### src/rtl/alu_decode.sv
// RV32I decode stage: registers ALU controls, operand selects, immediate,
// register indices and branch/memory info behind a valid/ready handshake.
module alu_decode #(
    parameter logic [31:0] RESET_PC = 32'h0000_0000
) (
    input  logic        i_clk,
    input  logic        i_rst,
    input  logic        i_valid,
    output logic        o_ready,
    input  logic [31:0] i_insn,
    input  logic [31:0] i_pc,
    input  logic        i_flush,
    output logic        o_valid,
    input  logic        i_ready,
    output logic [31:0] o_pc,
    output logic        o_sub,
    output logic [1:0]  o_bool_op,
    output logic [3:0]  o_op_sel,
    output logic        o_shift_dir,
    output logic        o_cmp_sig,
    output logic [1:0]  o_a_sel,
    output logic        o_b_sel,
    output logic [31:0] o_imm,
    output logic [4:0]  o_rs1,
    output logic [4:0]  o_rs2,
    output logic [4:0]  o_rd,
    output logic        o_rd_wen,
    output logic        o_branch,
    output logic        o_jump,
    output logic [2:0]  o_br_cond,
    output logic        o_mem_rd,
    output logic        o_mem_wr,
    output logic        o_illegal
);

    typedef enum logic [6:0] {
        OPC_OP     = 7'b0110011,
        OPC_OP_IMM = 7'b0010011,
        OPC_LUI    = 7'b0110111,
        OPC_AUIPC  = 7'b0010111,
        OPC_JAL    = 7'b1101111,
        OPC_JALR   = 7'b1100111,
        OPC_BRANCH = 7'b1100011,
        OPC_LOAD   = 7'b0000011,
        OPC_STORE  = 7'b0100011
    } opcode_e;

    typedef struct packed {
        logic        sub;
        logic [1:0]  bool_op;
        logic [3:0]  op_sel;
        logic        shift_dir;
        logic        cmp_sig;
        logic [1:0]  a_sel;
        logic        b_sel;
        logic [31:0] imm;
        logic [4:0]  rs1;
        logic [4:0]  rs2;
        logic [4:0]  rd;
        logic        rd_wen;
        logic        branch;
        logic        jump;
        logic [2:0]  br_cond;
        logic        mem_rd;
        logic        mem_wr;
        logic        illegal;
    } bundle_t;

    bundle_t     dec;
    bundle_t     bundle_q;
    logic [31:0] pc_q;
    logic        valid_q;
    logic        accept;

    logic [2:0]  funct3;
    logic [6:0]  funct7;
    logic [31:0] imm_i, imm_s, imm_b, imm_u, imm_j, imm_sh;
    logic        is_alu, is_op, legal;

    always_comb begin
        funct3 = i_insn[14:12];
        funct7 = i_insn[31:25];
        imm_i  = {{20{i_insn[31]}}, i_insn[31:20]};
        imm_s  = {{20{i_insn[31]}}, i_insn[31:25], i_insn[11:7]};
        imm_b  = {{19{i_insn[31]}}, i_insn[31], i_insn[7], i_insn[30:25], i_insn[11:8], 1'b0};
        imm_u  = {i_insn[31:12], 12'b0};
        imm_j  = {{11{i_insn[31]}}, i_insn[31], i_insn[19:12], i_insn[20], i_insn[30:21], 1'b0};
        imm_sh = {27'b0, i_insn[24:20]};

        dec     = '0;
        dec.rs1 = i_insn[19:15];
        dec.rs2 = i_insn[24:20];
        dec.rd  = i_insn[11:7];
        is_alu  = 1'b0;
        is_op   = 1'b0;
        legal   = 1'b1;

        case (opcode_e'(i_insn[6:0]))
            OPC_OP: begin
                is_alu     = 1'b1;
                is_op      = 1'b1;
                dec.rd_wen = 1'b1;
                legal      = (funct7 == 7'b0000000) ||
                             (funct7 == 7'b0100000 && (funct3 == 3'b000 || funct3 == 3'b101));
            end
            OPC_OP_IMM: begin
                is_alu     = 1'b1;
                dec.b_sel  = 1'b1;
                dec.rd_wen = 1'b1;
                dec.imm    = imm_i;
                if (funct3 == 3'b001) begin
                    dec.imm = imm_sh;
                    legal   = (funct7 == 7'b0000000);
                end else if (funct3 == 3'b101) begin
                    dec.imm = imm_sh;
                    legal   = (funct7 == 7'b0000000) || (funct7 == 7'b0100000);
                end
            end
            OPC_LUI: begin
                dec.op_sel = 4'b0001;
                dec.a_sel  = 2'b10;
                dec.b_sel  = 1'b1;
                dec.imm    = imm_u;
                dec.rd_wen = 1'b1;
            end
            OPC_AUIPC: begin
                dec.op_sel = 4'b0001;
                dec.a_sel  = 2'b01;
                dec.b_sel  = 1'b1;
                dec.imm    = imm_u;
                dec.rd_wen = 1'b1;
            end
            OPC_JAL: begin
                dec.op_sel = 4'b0001;
                dec.a_sel  = 2'b01;
                dec.b_sel  = 1'b1;
                dec.imm    = imm_j;
                dec.jump   = 1'b1;
                dec.rd_wen = 1'b1;
            end
            OPC_JALR: begin
                dec.op_sel = 4'b0001;
                dec.b_sel  = 1'b1;
                dec.imm    = imm_i;
                dec.jump   = 1'b1;
                dec.rd_wen = 1'b1;
                legal      = (funct3 == 3'b000);
            end
            OPC_BRANCH: begin
                dec.op_sel  = 4'b0001;
                dec.sub     = 1'b1;
                dec.cmp_sig = ~(funct3[2] & funct3[1]);
                dec.imm     = imm_b;
                dec.branch  = 1'b1;
                dec.br_cond = funct3;
                legal       = (funct3[2:1] != 2'b01);
            end
            OPC_LOAD: begin
                dec.op_sel = 4'b0001;
                dec.b_sel  = 1'b1;
                dec.imm    = imm_i;
                dec.mem_rd = 1'b1;
                dec.rd_wen = 1'b1;
            end
            OPC_STORE: begin
                dec.op_sel = 4'b0001;
                dec.b_sel  = 1'b1;
                dec.imm    = imm_s;
                dec.mem_wr = 1'b1;
            end
            default: legal = 1'b0;
        endcase

        if (is_alu) begin
            case (funct3)
                3'b000: begin
                    dec.op_sel = 4'b0001;
                    dec.sub    = is_op & funct7[5];
                end
                3'b010: begin
                    dec.op_sel  = 4'b0010;
                    dec.cmp_sig = 1'b1;
                    dec.sub     = 1'b1;
                end
                3'b011: begin
                    dec.op_sel = 4'b0010;
                    dec.sub    = 1'b1;
                end
                3'b100: begin
                    dec.op_sel  = 4'b0100;
                    dec.bool_op = 2'b00;
                end
                3'b110: begin
                    dec.op_sel  = 4'b0100;
                    dec.bool_op = 2'b10;
                end
                3'b111: begin
                    dec.op_sel  = 4'b0100;
                    dec.bool_op = 2'b11;
                end
                3'b001: dec.op_sel = 4'b1000;
                default: begin
                    dec.op_sel    = 4'b1000;
                    dec.shift_dir = 1'b1;
                    dec.sub       = funct7[5];
                end
            endcase
        end

        // Illegal words still flow downstream, but with every side effect suppressed.
        if (!legal) begin
            dec.illegal = 1'b1;
            dec.rd_wen  = 1'b0;
            dec.branch  = 1'b0;
            dec.jump    = 1'b0;
            dec.mem_rd  = 1'b0;
            dec.mem_wr  = 1'b0;
        end
        if (dec.rd == 5'd0) begin
            dec.rd_wen = 1'b0;
        end
    end

    assign o_ready = ~valid_q | i_ready;
    assign accept  = i_valid & o_ready;

    always_ff @(posedge i_clk) begin
        if (i_rst) begin
            valid_q  <= 1'b0;
            pc_q     <= RESET_PC;
            bundle_q <= '0;
        end else if (i_flush) begin
            valid_q <= 1'b0;
        end else if (accept) begin
            valid_q  <= 1'b1;
            pc_q     <= i_pc;
            bundle_q <= dec;
        end else if (i_ready) begin
            valid_q <= 1'b0;
        end
    end

    assign o_valid     = valid_q;
    assign o_pc        = pc_q;
    assign o_sub       = bundle_q.sub;
    assign o_bool_op   = bundle_q.bool_op;
    assign o_op_sel    = bundle_q.op_sel;
    assign o_shift_dir = bundle_q.shift_dir;
    assign o_cmp_sig   = bundle_q.cmp_sig;
    assign o_a_sel     = bundle_q.a_sel;
    assign o_b_sel     = bundle_q.b_sel;
    assign o_imm       = bundle_q.imm;
    assign o_rs1       = bundle_q.rs1;
    assign o_rs2       = bundle_q.rs2;
    assign o_rd        = bundle_q.rd;
    assign o_rd_wen    = bundle_q.rd_wen;
    assign o_branch    = bundle_q.branch;
    assign o_jump      = bundle_q.jump;
    assign o_br_cond   = bundle_q.br_cond;
    assign o_mem_rd    = bundle_q.mem_rd;
    assign o_mem_wr    = bundle_q.mem_wr;
    assign o_illegal   = bundle_q.illegal;

endmodule

### config.mk
export PLATFORM = sky130hd
export DESIGN_NAME = alu_decode
export DESIGN_NICKNAME = d
export VERILOG_FILES = /design/src/rtl/alu_decode.sv
export SDC_FILE = /design/constraint.sdc
export NUM_CORES = 1
export LEC_CHECK = 0
export BUFFER_PORTS_ARGS = -buffer_cell sky130_fd_sc_hd__buf_2
export CAP_MARGIN = 10
export CORE_ASPECT_RATIO = 0.5
export CORE_MARGIN = 2
export CORE_UTILIZATION = 44
export CTS_CLUSTER_SIZE = 28
export DETAILED_ROUTE_END_ITERATION = 12
export PLACE_DENSITY = 0.74
export SLEW_MARGIN = 20
export SYNTH_ARGS = -nofsm -noshare
export SYNTH_HDL_FRONTEND = slang
export SYNTH_SLANG_ARGS = --single-unit
### constraint.sdc
create_clock -name i_clk -period 1.8 [get_ports i_clk]
set_input_delay 0.18 -clock i_clk [delete_from_list [all_inputs] [get_ports i_clk]]
set_output_delay 0.18 -clock i_clk [all_outputs]
set_load 0.1 [all_outputs]
## After elaboration in Yosys (flattened, before gate mapping)

Cells that the tools add are included.

- Logic and storage cells: 97
- Input bits: 69
- Register bits after elaboration: 101
- Output and inout port bits: 102

- Muxes and demuxes: 29
- Eq/ne operators: 18
- Bitwise gates (word level): 7
- Reductions and logical operators: 23

Operator list:

| cell | count |
|---|---|
| case mux 32 bit (6 select lines) | 1 |
| two-way mux 32 bit | 2 |
| == test 7 x 6 -> 1 bit, second input constant | 4 |
| OR reduction 7 bit | 4 |
| == test 7 bit, second input constant | 3 |
| two-way mux 1 bit | 17 |
| == test 7 x 5 -> 1 bit, second input constant | 2 |
| OR reduction 2 bit | 7 |
| == test 3 bit, second input constant | 4 |
| case mux 4 bit (3 select lines) | 1 |
| two-way mux 3 bit | 3 |
| two-way mux 9 bit | 1 |
| case mux 2 bit (2 select lines) | 2 |
| == test 7 x 2 -> 1 bit, second input constant | 1 |
| logical NOT 7 bit | 1 |
| == test 3 x 2 -> 1 bit, second input constant | 2 |
| logical NOT 5 bit | 1 |
| case mux 1 bit (5 select lines) | 1 |
| OR reduction 5 bit | 1 |
| OR reduction 4 bit | 1 |
| AND 1 bit | 3 |
| == test 3 x 1 -> 1 bit, second input constant | 1 |
| logical NOT 3 bit | 1 |
| logical OR 1 bit | 3 |
| other kinds (8) | 10 |

## Longest topological paths before layout

- Depth in word-level cells: 7
- Mapped depth: 8
- Gate-level depth less buffers: 6

## Least setup slack after synthesis

No wires, ideal clock.

- Path kind: register to register
- Start: reg valid_q (netlist: o_valid)
- End: reg pc_q[23] (netlist: o_pc[23])
- Arrival: 2980 ps
- Library setup time: 70 ps
- Buffers on the path: 2
- Stages on the path, launching flop included: 7
- Clock period less this slack: 3051 ps
- Data required time: 1730 ps
- Slack: -1251 ps
- Cells stage by stage: dfxtp_1 -> nand2b_1 -> nand3b_1 -> buf_2 -> buf_1 -> nand2_1 -> a21oi_1

- Word-level cells in the longest chain between the ends: 4

Ends and longest elaborated chain:

| what | RTL line | source |
|---|---|---|
| from (decl) | 72 | `logic valid_q;` |
| from (signal assigned) | 229 | `valid_q <= 1'b0;` |
| from (signal assigned) | 233 | `valid_q <= 1'b0;` |
| from (signal assigned) | 235 | `valid_q <= 1'b1;` |
| inverter 1 bit | 224 | `assign o_ready = ~valid_q \| i_ready;` |
| OR 1 bit | 224 |  |
| via o_ready | 9 | `output logic o_ready,` |
| AND 1 bit | 225 | `assign accept = i_valid & o_ready;` |
| AND reduction 2 bit (no line) | n/a |  |
| to (signal assigned) | 236 | `pc_q <= i_pc;` |
| to (decl) | 71 | `logic [31:0] pc_q;` |

The timed path passes the listed nets, and every way through them passes these cells.
A chain may end at the register's enable or synchronous reset.

## Worst setup path after layout

- Start: reg valid_q (netlist: o_valid)
- End: reg bundle_q (netlist bit o_sub)

- Word-level cells in the longest chain between the ends: 4

Ends and longest elaborated chain:

| what | RTL line | source |
|---|---|---|
| inverter 1 bit | 224 |  |
| OR 1 bit | 224 |  |
| AND 1 bit | 225 |  |
| AND reduction 2 bit (no line) | n/a |  |
| to (signal assigned) | 231 | `bundle_q <= '0;` |
| to (signal assigned) | 237 | `bundle_q <= dec;` |
| to (decl) | 70 | `bundle_t bundle_q;` |

No other way between the ends.

==> flow_metrics.tcl <==
set metrics [dict create \
    crit_buf_inv 1 \
    finalWirelength_um 11900 \
    synth_flop_cell "dfxtp_1" \
    top_layer_used "met4" \
    wl_met1_um 5580 \
    slowest_delay_ns 0.35 \
    grt_util_all_layers_pct 23.0 \
    yosysUniqueCellTypes 53 \
    clock.fmax_mhz 587 \
    rsz0062_at_grt "no" \
    async_flop_share_pct 0 \
    synth_top_family_by_area "compound AO/OA/AOI/OAI gates" \
    timing.rr.end "o_sub$_SDFFE_PP0P_" \
    h-tree-depth 3 \
    die_y_um 72.6 \
    synth_area_leaders "dfxtp_1 49%, nand2_1 10%, a21oi_1 7.5%" \
    netlist_area_um2 4150 \
    holdCritStartpoint "i_pc[14]" \
    synthTopCellsByCount "110 x nand2_1, 101 x dfxtp_1, 62 x a21oi_1" \
    first_pass_iters 5 \
    slew_viol_final 0 \
    clockBufferDepth 2 \
    antenna_found_initial 0 \
    cp_data_required_time_ns 2.09 \
    cp.arrival_ns 1.99 \
    cts_tree "yes" \
    avgSynthCellArea_um2 8.34 \
    design.core.area_um2 8920 \
    criticalPathCategory "flop to flop" \
    ys_warn_count 0 \
    synth-xor-area-share_pct 0.211 \
    finalNetCount 734 \
    initial_core_util_pct 46.5 \
    drt-vias-per-instance 5.29 \
    ys_ff_latch 101 \
    synth_compound_area_share_pct 24.0 \
    tightest_slew_ns 0.775 \
    synth_top_area_cell "dfxtp_1" \
    drc 0 \
    slew-limit-headroom_pct 47.0 \
    synth_fp_nets 570 \
    wl_per_cell_um 15.2 \
    skew_ns 0.00966 \
    reg2reg_from "o_valid$_SDFFE_PP0P_" \
    path_cells "nand2b_4 -> nand3b_1 -> buf_12 -> nor2_1 -> o21ai_0 -> a21oi_1" \
    grt_max_degree 78 \
    cts_inserted_buffers 9 \
    dp_hpwl_um 8370 \
    post-route-period-util_pct 94.7 \
    setup_viol 0 \
    min_period_ns 1.70 \
    grt_first_pass_wirelength_um 18700 \
    r2r_slack_ns 0.1 \
    worstPathMaxFanout 24 \
    drive_gt1_share_pct 33.6 \
    ant_nets 0 \
    areaGrowthSynthToFinish_pct 32.3 \
    globalplace.congestion 0.897 \
    clock_latency_ns 0.35 \
    holdCritPathClass "input port to flop" \
    num_io_pins 171 \
    finalHoldViolations 0 \
    syn_inst 497 \
    wl_met2_um 5360 \
    synth_top_cell_area_share_pct 48.8 \
    clock-root-buffer "clkbuf_16" \
    synth_mux_area_share_pct 0 \
    io_buffers 170 \
    overflow 0 \
    instances_no_fill 783 \
    yosys.area_share.adder_pct 1.21 \
    reg2regPathDepth 6 \
    powerDensity_nw_per_um2 938 \
    num_rows 24 \
    route.met3.wl_um 724 \
    grt_pass1_vias 3722 \
    min_to "o_pc[14]$_SDFFE_PP0P_" \
    yosys.cell_count.top_type "nand2_1" \
    clk_pin_slew_worst_paths_ns 0.07 \
    n_antenna_cell 0 \
    p_leak_uw 0.00247 \
    worstSetupStartpointType "flop" \
    dp.cells 767 \
    vdd_drop_max_uv 454 \
    synth.yosys.seq_area_share_pct 48.8 \
    drt_iter0_drc 273 \
    whs_path_depth 3 \
    via_count 4140 \
    die_x_um 141 \
    timing.final.ws_setup_ns 0.0957 \
    pre_cts_slack_ns -0.0683 \
    cp_top_family "simple AND/OR/NAND/NOR gates" \
    synth_edf_count 0 \
    outcome "completed" \
    clock_sinks 101 \
    cp-end-kind "flop" \
    die-area_um2 10300 \
    cap_viol_max_count 0 \
    yosys.area_share.simple_pct 20.8 \
    critPathSlowestCell "dfxtp_4" \
]
==> sequential cells by signal, summed over array words and instances (netlist names) <==
| name | flops |
|---|---|
| o_bool_op | 2 |
| o_cmp_sig | 1 |
| o_sub | 1 |
| o_branch | 1 |
| o_mem_wr | 1 |
| o_rs1 | 5 |
| o_jump | 1 |
| o_shift_dir | 1 |
| o_rs2 | 5 |
| o_imm | 32 |
| o_br_cond | 3 |
| o_b_sel | 1 |
| o_illegal | 1 |
| o_op_sel | 4 |
| o_valid | 1 |
| o_rd_wen | 1 |
| o_pc | 32 |
| o_mem_rd | 1 |
| o_a_sel | 2 |
| o_rd | 5 |
==> per-layer routing <==
layer	global-route usage, %	vias up
li1	-	2085
met1	30.8	1888
met2	36.9	147
met3	6.36	20
met4	7.11	0
met5	0	-
==> worst register-to-register path, delay by kind of cell, from the launching register on <==
family | cells | cell delay (ns)
simple gates | 3 | 0.72
compound gates | 2 | 0.31
buf+inv | 1 | 0.29
flops | 1 | 0.35
==> placed cells by master, fill, tap and decap left out, types with 5 or more instances in the layout <==
cell	count
buf_2	170
nand2_1	110
dfxtp_1	100
a21oi_1	62
nor2_1	28
a22oi_1	19
buf_4	19
nor3_1	15
o2bb2ai_1	12
nand3_1	11
o21ai_0	11
a22o_1	9
clkbuf_16	9
inv_1	8
o21ai_1	8
a211oi_1	5
==> power by group <==
group	internal, µW	switching [µW]	leakage [µW]	total [µW]
Clock	986	872	0.000140	1860
Combinational	207	758	0.00151	966
Sequential	2300	28.4	0.000821	2320
Total	3490	1660	0.00247	5150
==> repair_timing <==
| item | 4_1_cts | 5_1_grt |
|---|---|---|
| hold endpoints to repair | 0 | 0 |
| setup endpoints to repair | 0 | 1 |
| resized for setup | 0 | 1 |
| hold buffers | 0 | 0 |
| buffers inserted | 0 | 0 |
==> logic make-up after synthesis <==
kind of cell / after synthesis
xor+xnor: 1
compound gates: 152
fa+ha+maj: 4
simple gates: 191
buf+inv: 48
flops: 101
==> layout make-up <==
type	instances	area (µm²)
fillers	833	3430
flip-flops and latches	101	2030
multi-input cells	348	1940
repair buffers	192	1050
clock buffers	10	239
well taps	117	146
clock inverters	6	45.0
inverters	9	33.8
==> metrics by stage <==
stage	instance area [µm²]	utilization, %	total power (µW)	TNS (ns)	hold WS, ns
global route	5490	61.5	5340	0	0.0596
detailed placement	5200	58.3	3340	-0.0683	0.425
floorplan	4170	-	3090	0	0.243
finish	5490	61.5	5150	0	0.0632
CTS	5490	61.5	5190	0	0.0522
global placement	5200	58.3	3330	-0.0106	0.420
==> worst max path at each step <==
stage          slack [ns]  cells after the start                 start                        to
6_report              0.1                      6  o_valid$_SDFFE_PP0P_        o_sub$_SDFFE_PP0P_
5_1_grt             0.003                      6  o_valid$_SDFFE_PP0P_        o_sub$_SDFFE_PP0P_
4_1_cts              0.04                      5  o_valid$_SDFFE_PP0P_      o_b_sel$_SDFFE_PP0P_
3_5_place_dp        -0.07                      6             i_insn[3]  o_op_sel[0]$_SDFFE_PP0P_
3_3_place_gp        -0.01                      6             i_insn[3]  o_op_sel[0]$_SDFFE_PP0P_
2_1_floorplan        0.05                      7  o_valid$_SDFFE_PP0P_      o_b_sel$_SDFFE_PP0P_
Note: power is estimated with default switching activity, not from simulation.
